### src/rtl/uart_word_tx.sv
// uart_word_tx
// Multi-byte UART transmitter. A word of WORD_BYTES bytes is accepted on a
// tx_start request while idle and sent as WORD_BYTES back-to-back 8-bit
// frames, least-significant byte first, each with one start bit, optional
// parity and STOP_BITS stop bits. Bit timing comes from an internal counter,
// so every bit lasts exactly CLKS_PER_BIT clocks, phase-locked to the request.
//
// Optional feature macro: UART_WORD_TX_PARITY_EN
//   defined   -> each byte carries an even-parity bit after data bit 7
//   undefined -> plain 8-bit frames, no parity logic
//
// Ports
//   clk       in   system clock, rising edge
//   rst       in   synchronous active-high reset
//   tx_start  in   transmit request, sampled only while idle
//   data_in   in   8*WORD_BYTES word, sampled on the accepted request cycle
//   busy      out  high from the cycle after acceptance until word finished
//   data_over out  one-cycle pulse when the last stop bit completes
//   txd       out  registered serial line, idle high
module uart_word_tx #(
  parameter int WORD_BYTES   = 4,
  parameter int CLKS_PER_BIT = 434,
  parameter int STOP_BITS    = 2
) (
  input  logic                    clk,
  input  logic                    rst,
  input  logic                    tx_start,
  input  logic [8*WORD_BYTES-1:0] data_in,
  output logic                    busy,
  output logic                    data_over,
  output logic                    txd
);

  localparam int W  = 8 * WORD_BYTES;
  localparam int CW = $clog2(CLKS_PER_BIT);
  localparam int BW = (WORD_BYTES > 1) ? $clog2(WORD_BYTES) : 1;

  localparam logic [CW-1:0] CNT_LAST  = CW'(CLKS_PER_BIT - 1);
  localparam logic [BW-1:0] BYTE_LAST = BW'(WORD_BYTES - 1);
  localparam logic          STOP_LAST = (STOP_BITS == 2);

  typedef enum logic [2:0] {
    S_IDLE,
    S_START,
    S_DATA,
`ifdef UART_WORD_TX_PARITY_EN
    S_PARITY,
`endif
    S_STOP
  } state_t;

  state_t          state_q, state_d;
  logic [CW-1:0]   cnt_q, cnt_d;
  logic [2:0]      bit_q, bit_d;
  logic [BW-1:0]   byte_q, byte_d;
  logic            stop_q, stop_d;
  logic [W-1:0]    shift_q, shift_d;
  logic            txd_q, txd_d;
  logic            busy_q, busy_d;
  logic            done_q, done_d;
`ifdef UART_WORD_TX_PARITY_EN
  logic            par_q, par_d;
`endif

  logic bit_end;
  assign bit_end = (cnt_q == CNT_LAST);

  // txd is computed one cycle ahead so the registered line changes exactly
  // on the edge where the state changes.
  always_comb begin
    state_d = state_q;
    cnt_d   = cnt_q + 1'b1;
    bit_d   = bit_q;
    byte_d  = byte_q;
    stop_d  = stop_q;
    shift_d = shift_q;
    txd_d   = txd_q;
    busy_d  = busy_q;
    done_d  = 1'b0;
`ifdef UART_WORD_TX_PARITY_EN
    par_d   = par_q;
`endif

    case (state_q)
      S_IDLE: begin
        cnt_d  = '0;
        txd_d  = 1'b1;
        busy_d = 1'b0;
        if (tx_start) begin
          shift_d = data_in;
          byte_d  = '0;
          state_d = S_START;
          txd_d   = 1'b0;
          busy_d  = 1'b1;
        end
      end

      S_START: begin
        if (bit_end) begin
          cnt_d   = '0;
          bit_d   = '0;
          state_d = S_DATA;
          txd_d   = shift_q[0];
`ifdef UART_WORD_TX_PARITY_EN
          par_d   = 1'b0;
`endif
        end
      end

      S_DATA: begin
        if (bit_end) begin
          cnt_d   = '0;
          shift_d = shift_q >> 1;
`ifdef UART_WORD_TX_PARITY_EN
          par_d   = par_q ^ shift_q[0];
`endif
          if (bit_q == 3'd7) begin
`ifdef UART_WORD_TX_PARITY_EN
            state_d = S_PARITY;
            txd_d   = par_q ^ shift_q[0];
`else
            state_d = S_STOP;
            stop_d  = 1'b0;
            txd_d   = 1'b1;
`endif
          end else begin
            bit_d = bit_q + 3'd1;
            txd_d = shift_q[1];
          end
        end
      end

`ifdef UART_WORD_TX_PARITY_EN
      S_PARITY: begin
        if (bit_end) begin
          cnt_d   = '0;
          state_d = S_STOP;
          stop_d  = 1'b0;
          txd_d   = 1'b1;
        end
      end
`endif

      S_STOP: begin
        if (bit_end) begin
          cnt_d = '0;
          if (stop_q != STOP_LAST) begin
            stop_d = 1'b1;
          end else if (byte_q != BYTE_LAST) begin
            // Next byte is already in shift[7:0]; no idle gap between bytes.
            byte_d  = byte_q + 1'b1;
            state_d = S_START;
            txd_d   = 1'b0;
          end else begin
            state_d = S_IDLE;
            txd_d   = 1'b1;
            busy_d  = 1'b0;
            done_d  = 1'b1;
          end
        end
      end

      default: begin
        state_d = S_IDLE;
        cnt_d   = '0;
        txd_d   = 1'b1;
        busy_d  = 1'b0;
      end
    endcase
  end

  always_ff @(posedge clk) begin
    if (rst) begin
      state_q <= S_IDLE;
      cnt_q   <= '0;
      bit_q   <= '0;
      byte_q  <= '0;
      stop_q  <= 1'b0;
      shift_q <= '0;
      txd_q   <= 1'b1;
      busy_q  <= 1'b0;
      done_q  <= 1'b0;
`ifdef UART_WORD_TX_PARITY_EN
      par_q   <= 1'b0;
`endif
    end else begin
      state_q <= state_d;
      cnt_q   <= cnt_d;
      bit_q   <= bit_d;
      byte_q  <= byte_d;
      stop_q  <= stop_d;
      shift_q <= shift_d;
      txd_q   <= txd_d;
      busy_q  <= busy_d;
      done_q  <= done_d;
`ifdef UART_WORD_TX_PARITY_EN
      par_q   <= par_d;
`endif
    end
  end

  assign txd       = txd_q;
  assign busy      = busy_q;
  assign data_over = done_q;

endmodule

### config.mk
export PLATFORM = sky130hd
export DESIGN_NAME = uart_word_tx
export DESIGN_NICKNAME = d
export VERILOG_FILES = /design/src/rtl/uart_word_tx.sv
export SDC_FILE = /design/constraint.sdc
export NUM_CORES = 1
export LEC_CHECK = 0
export ABC_AREA = 1
export BUFFER_PORTS_ARGS = -buffer_cell sky130_fd_sc_hd__buf_4
export CAP_MARGIN = 20
export CORE_UTILIZATION = 40
export DETAILED_ROUTE_END_ITERATION = 6
export PLACE_DENSITY = 0.56
export REMOVE_ABC_BUFFERS = 1
export SYNTH_ARGS = -nofsm -noshare
export SYNTH_HDL_FRONTEND = slang
export SYNTH_SLANG_ARGS = --single-unit
### constraint.sdc
create_clock -name clk -period 2.7 [get_ports clk]
set_clock_uncertainty 0.1 [all_clocks]
set_input_delay 0.405 -clock clk [delete_from_list [all_inputs] [get_ports clk]]
set_output_delay 0.405 -clock clk [all_outputs]
set_load 0.03 [all_outputs]
# == Word level (Yosys, flattened, before mapping) ==
# Cells that the tools add are included.
# W data, S select, Z words.
# word_totals
reg_bits,53
in_bits,35
# op_classes
addsub,3
eq_ne,15
mux,37
bitwise_logic,5
n_reduce_logical,16
# op_table
cell,count
$mux W32,2
$pmux W32 S2,1
$mux W3,9
$ne A2 B2 Y1 const B,10
$reduce_and A4 Y1,4
$mux W1,15
$pmux W3 S4,1
$add A9 B1 Y9 const B,1
$eq A9 B9 Y1 const B,1
$mux W2,4
$reduce_bool A2 Y1,4
$eq A3 B2 Y1 const B,2
$pmux W3 S2,1
$reduce_and A6 Y1,1
$reduce_or A3 Y1,2
$not A1 Y1,5
$reduce_and A5 Y1,1
$pmux W1 S4,1
$pmux W2 S2,1
$reduce_or A4 Y1,1
$add A3 B1 Y3 const B,1
$eq A3 B1 Y1 const B,1
$eq A3 B3 Y1 const B,1
$logic_not A3 Y1,1
other kinds (5),5

# == Depth between registers and ports, before layout ==
# logic_depth
ltp_word,5
mapped_depth,10
mapped_depth_nobuf,10

# == Least setup slack after synthesis ==
# No wires, ideal clock.
# synth_path
path_type,register -> register
startpoint,reg state_q[0]
endpoint,reg bit_q[0]
arrival_ns,1.402
t_required_ns,2.481
setup_slack_ns,1.079
stages_incl_launch_ff,8
path_buffers,1
synth_period_minus_slack_ns,1.621
cell_sequence,dfxtp_1 > inv_1 > ha_1 > buf_4 > o21ai_0 > nand3_1 > o21ai_1 > a21oi_1
# synth_via
elab_chain_cells,3
# synth_rtl
element,line,text
start: declaration,52,"state_t state_q, state_d;"
start signal: assignment,187,state_q <= state_d;
$eq A3 B2 Y1 or $eq A3 B1 Y1 (tied branches),84,case (state_q)
$ne A2 B2 Y1 (no line) or $reduce_bool A2 Y1 (tied branches),--,
$reduce_and A4 Y1 (no line),--,
end signal: assignment,189,bit_q <= bit_d;
end: declaration,54,"logic [2:0] bit_q, bit_d;"
# Parallel ways exist; a longest one is shown, timed or not.
# A chain may end at the register's enable or synchronous reset.

# == Worst setup path in the final report ==
# layout_path
startpoint,reg state_q[0]
endpoint,reg shift_q[1]
# layout_via
elab_chain_cells,3
# layout_rtl
element,line,text
$eq A3 B2 Y1 or $logic_not A3 Y1 (tied branches),84,
$ne A2 B2 Y1 (no line) or $reduce_bool A2 Y1 (tied branches),--,
$reduce_and A3 Y1 (no line),--,
end signal: assignment,192,shift_q <= shift_d;
end: declaration,57,"logic [W-1:0] shift_q, shift_d;"
# Parallel ways exist; a longest one is shown, timed or not.

==> summary.md <==
| Metric | Value |
|---|---|
| Outcome | `complete, no violations` |
| Setup crit end kind | `register` |
| Post-synthesis sequential area ratio | `33.7%` |
| Fin. max-slew vios | `0` |
| Yosys cell types | `26` |
| GRT Total Usage | `16.6%` |
| Ratio of final minimum period to clock period | `around 74%` |
| Syn Inst Count | `411` |
| Critical path required time | `around 2.9 ns` |
| CTS tree | `yes` |
| Grt ovf | `0` |
| Min-delay worst type | `input pin to register` |
| WL/cell | `11.5 um` |
| CP Class | `register to register` |
| Final setup vio count | `0` |
| Initial core utilization | `42.0%` |
| Synth Flop Type | `dfxtp_1` |
| Min Clock Period, post-route | `2.01 ns` |
| Worst setup margin | `0.690 ns` |
| Peak fanout along the critical path | `28` |
| Top-level I/O count | `38` |
| Yosys warns | `0` |
| PortBufs | `37` |
| Ys async rst share | `0%` |
| Root Driver | `clkbuf_8` |
| Slew @ Worst Pin | `0.472 ns` |
| First-pass GRT wire length | `approximately 11000 um` |
| Type of origin of the critical path | `register` |
| RSZ-0062 raised after global routing | `false` |
| Die Height | `89.9 um` |
| CTS max path bufs | `2` |
| Drt total wl | `6220 um` |
| Power Density | `about 1100 mW/mm^2` |
| Commonest non-fill, non-tap cell in the layout | `nand2_1` |
| Initial antenna violation count | `0` |
| Largest net degree at the start of global routing | `33` |
| Htree depth | `2` |
| Commonest non-fill, non-tap cells in the layout | `nand2_1 (130), dfxtp_1 (52), buf_4 (43)` |
| Worst skew pair latency | `0.31 ns` |
| Post-CTS setup buffer count | `0` |
| Via density per instance | `4.71` |
| Clk pin slew, worst setup/hold paths | `approximately 0.10 ns` |
| Max-cap viol count | `0` |
| Seq cells post-synth | `52` |
| CTS resizes | `0` |
| DP Wirelength | `4180 um` |
| Pre-CTS WS | `around 0.67 ns` |
| Post-route ant nets | `0` |
| Routed vias | `2540` |
| Fin Setup TNS | `0 ns` |
| GP Congestion | `0.809` |
| Hold_buf cts | `0` |
| Chip Width | `89.9 um` |
| Antenna diode count | `0` |
| Synth-to-Final Area Change | `12.1%` |
| Peak supply drop | `0.000391 V` |
| Leakage | `1.49 nW` |
| Highest clock rate | `0.497 GHz` |
| Avg Cell Area, Syn | `around 7.5 um^2` |
| Initial DRC Count | `between 60 and 70` |
| Layout Nets | `around 490` |
| Core Area | `approximately 0.0074 mm^2` |
| Share of cells above drive strength 1 | `31.1%` |
| Arr. time, crit path | `2.17 ns` |
| TritonCTS Buffers | `5` |
| Final Hold Viols | `0` |
| Die ar. | `between 0.008 and 0.009 mm^2` |
| # rows | `31` |
| Sink Count | `between 50 and 60` |
| Syn Std Cell Area | `0.00309 mm^2` |
| Slew HR | `between 60% and 70%` |
| Drt pass-1 iters | `4` |
| Vias in the first global route | `around 2500` |
| DRC | `0` |
| EDFF count, synth | `0` |
-- area by class of cell --
cell class | instances | area (um^2)
inverter | 29 | 109
multi-input combinational | 309 | 1740
timing repair buffer | 43 | 323
tap | 99 | 124
clock buffer | 5 | 68.8
clock inverter | 2 | 60.1
fill | 773 | 3900
sequential | 52 | 1040
-- synth_stat cells, types with 5 or more instances --
cell	number	area, um^2
a21oi_1	9	45.0
a21oi_2	31	272
buf_12	6	120
buf_2	10	50.1
dfxtp_1	52	1040
ha_1	10	125
inv_1	26	97.6
nand2_1	130	488
nand2_2	35	219
nand3_1	34	170
nand3_2	11	110
nand4_1	8	50.1
nor2_1	22	82.6
nor3_1	5	25.0
-- state kept, by name (all words and copies together) (netlist names) --
signal,count
shift_q,32
cnt_q,9
bit_q,3
byte_q,2
state_q,2
busy,1
data_over,1
stop_q,1
txd,1
-- layer usage --
| metal | routed length [um] | GRT usage (%) | vias to the layer above |
|---|---|---|---|
| met5 | 0 | 0 | - |
| met1 | 3150 | 22.5 | 1136 |
| met4 | 80 | 5.24 | 0 |
| li1 | - | - | 1362 |
| met3 | 193 | 2.62 | 7 |
| met2 | 2790 | 27.0 | 35 |
-- worst max-delay path: stages, from the launching register on --
cell and delay (ns):
dfxtp_1 0.37, inv_1 0.10, ha_1 0.34, inv_2 0.42, buf_4 0.25, nand2_1 0.09
nand2_1 0.06, nand3_1 0.09, a21oi_2 0.14
-- cells by family after synthesis --
family | count (synthesis) | share of synthesized area [%]
simple gates | 254 | 41.0
xor+xnor | 2 | 0.567
fa+ha+maj | 10 | 4.05
buf+inv | 50 | 10.0
compound gates | 43 | 10.7
flops | 52 | 33.7
-- final timing paths --
kind,cells after the start,to,startpoint,slack (ns)
worst max register to register,8,shift_q[1],state_q[0],0.69
worst max-delay path,8,shift_q[1],state_q[0],0.69
worst min register to register,2,shift_q[13],shift_q[13],0.37
worst min-delay path,3,shift_q[31],data_in[31],0.29
-- stage by stage --
stage               std cells  instance area [um^2]  utilization (%)  hold slack, ns  total power, mW
floorplan                 390                  2890                -           0.333             2.70
global placement          532                  3340             45.3           0.351             3.20
detailed placement        532                  3340             45.3           0.354             3.21
CTS                       539                  3470             47.0           0.274             3.85
global route              539                  3470             47.0           0.298             4.15
finish                    539                  3470             47.0           0.289             3.80
-- report_power, final --
group	switching [mW]	leakage [nW]	total [mW]	internal, mW
Clock	0.263	0.0642	0.628	0.365
Sequential	0.136	0.425	1.12	0.981
Combinational	1.34	1.00	2.06	0.719
No activity file was read; power rests on OpenSTA's default activity.
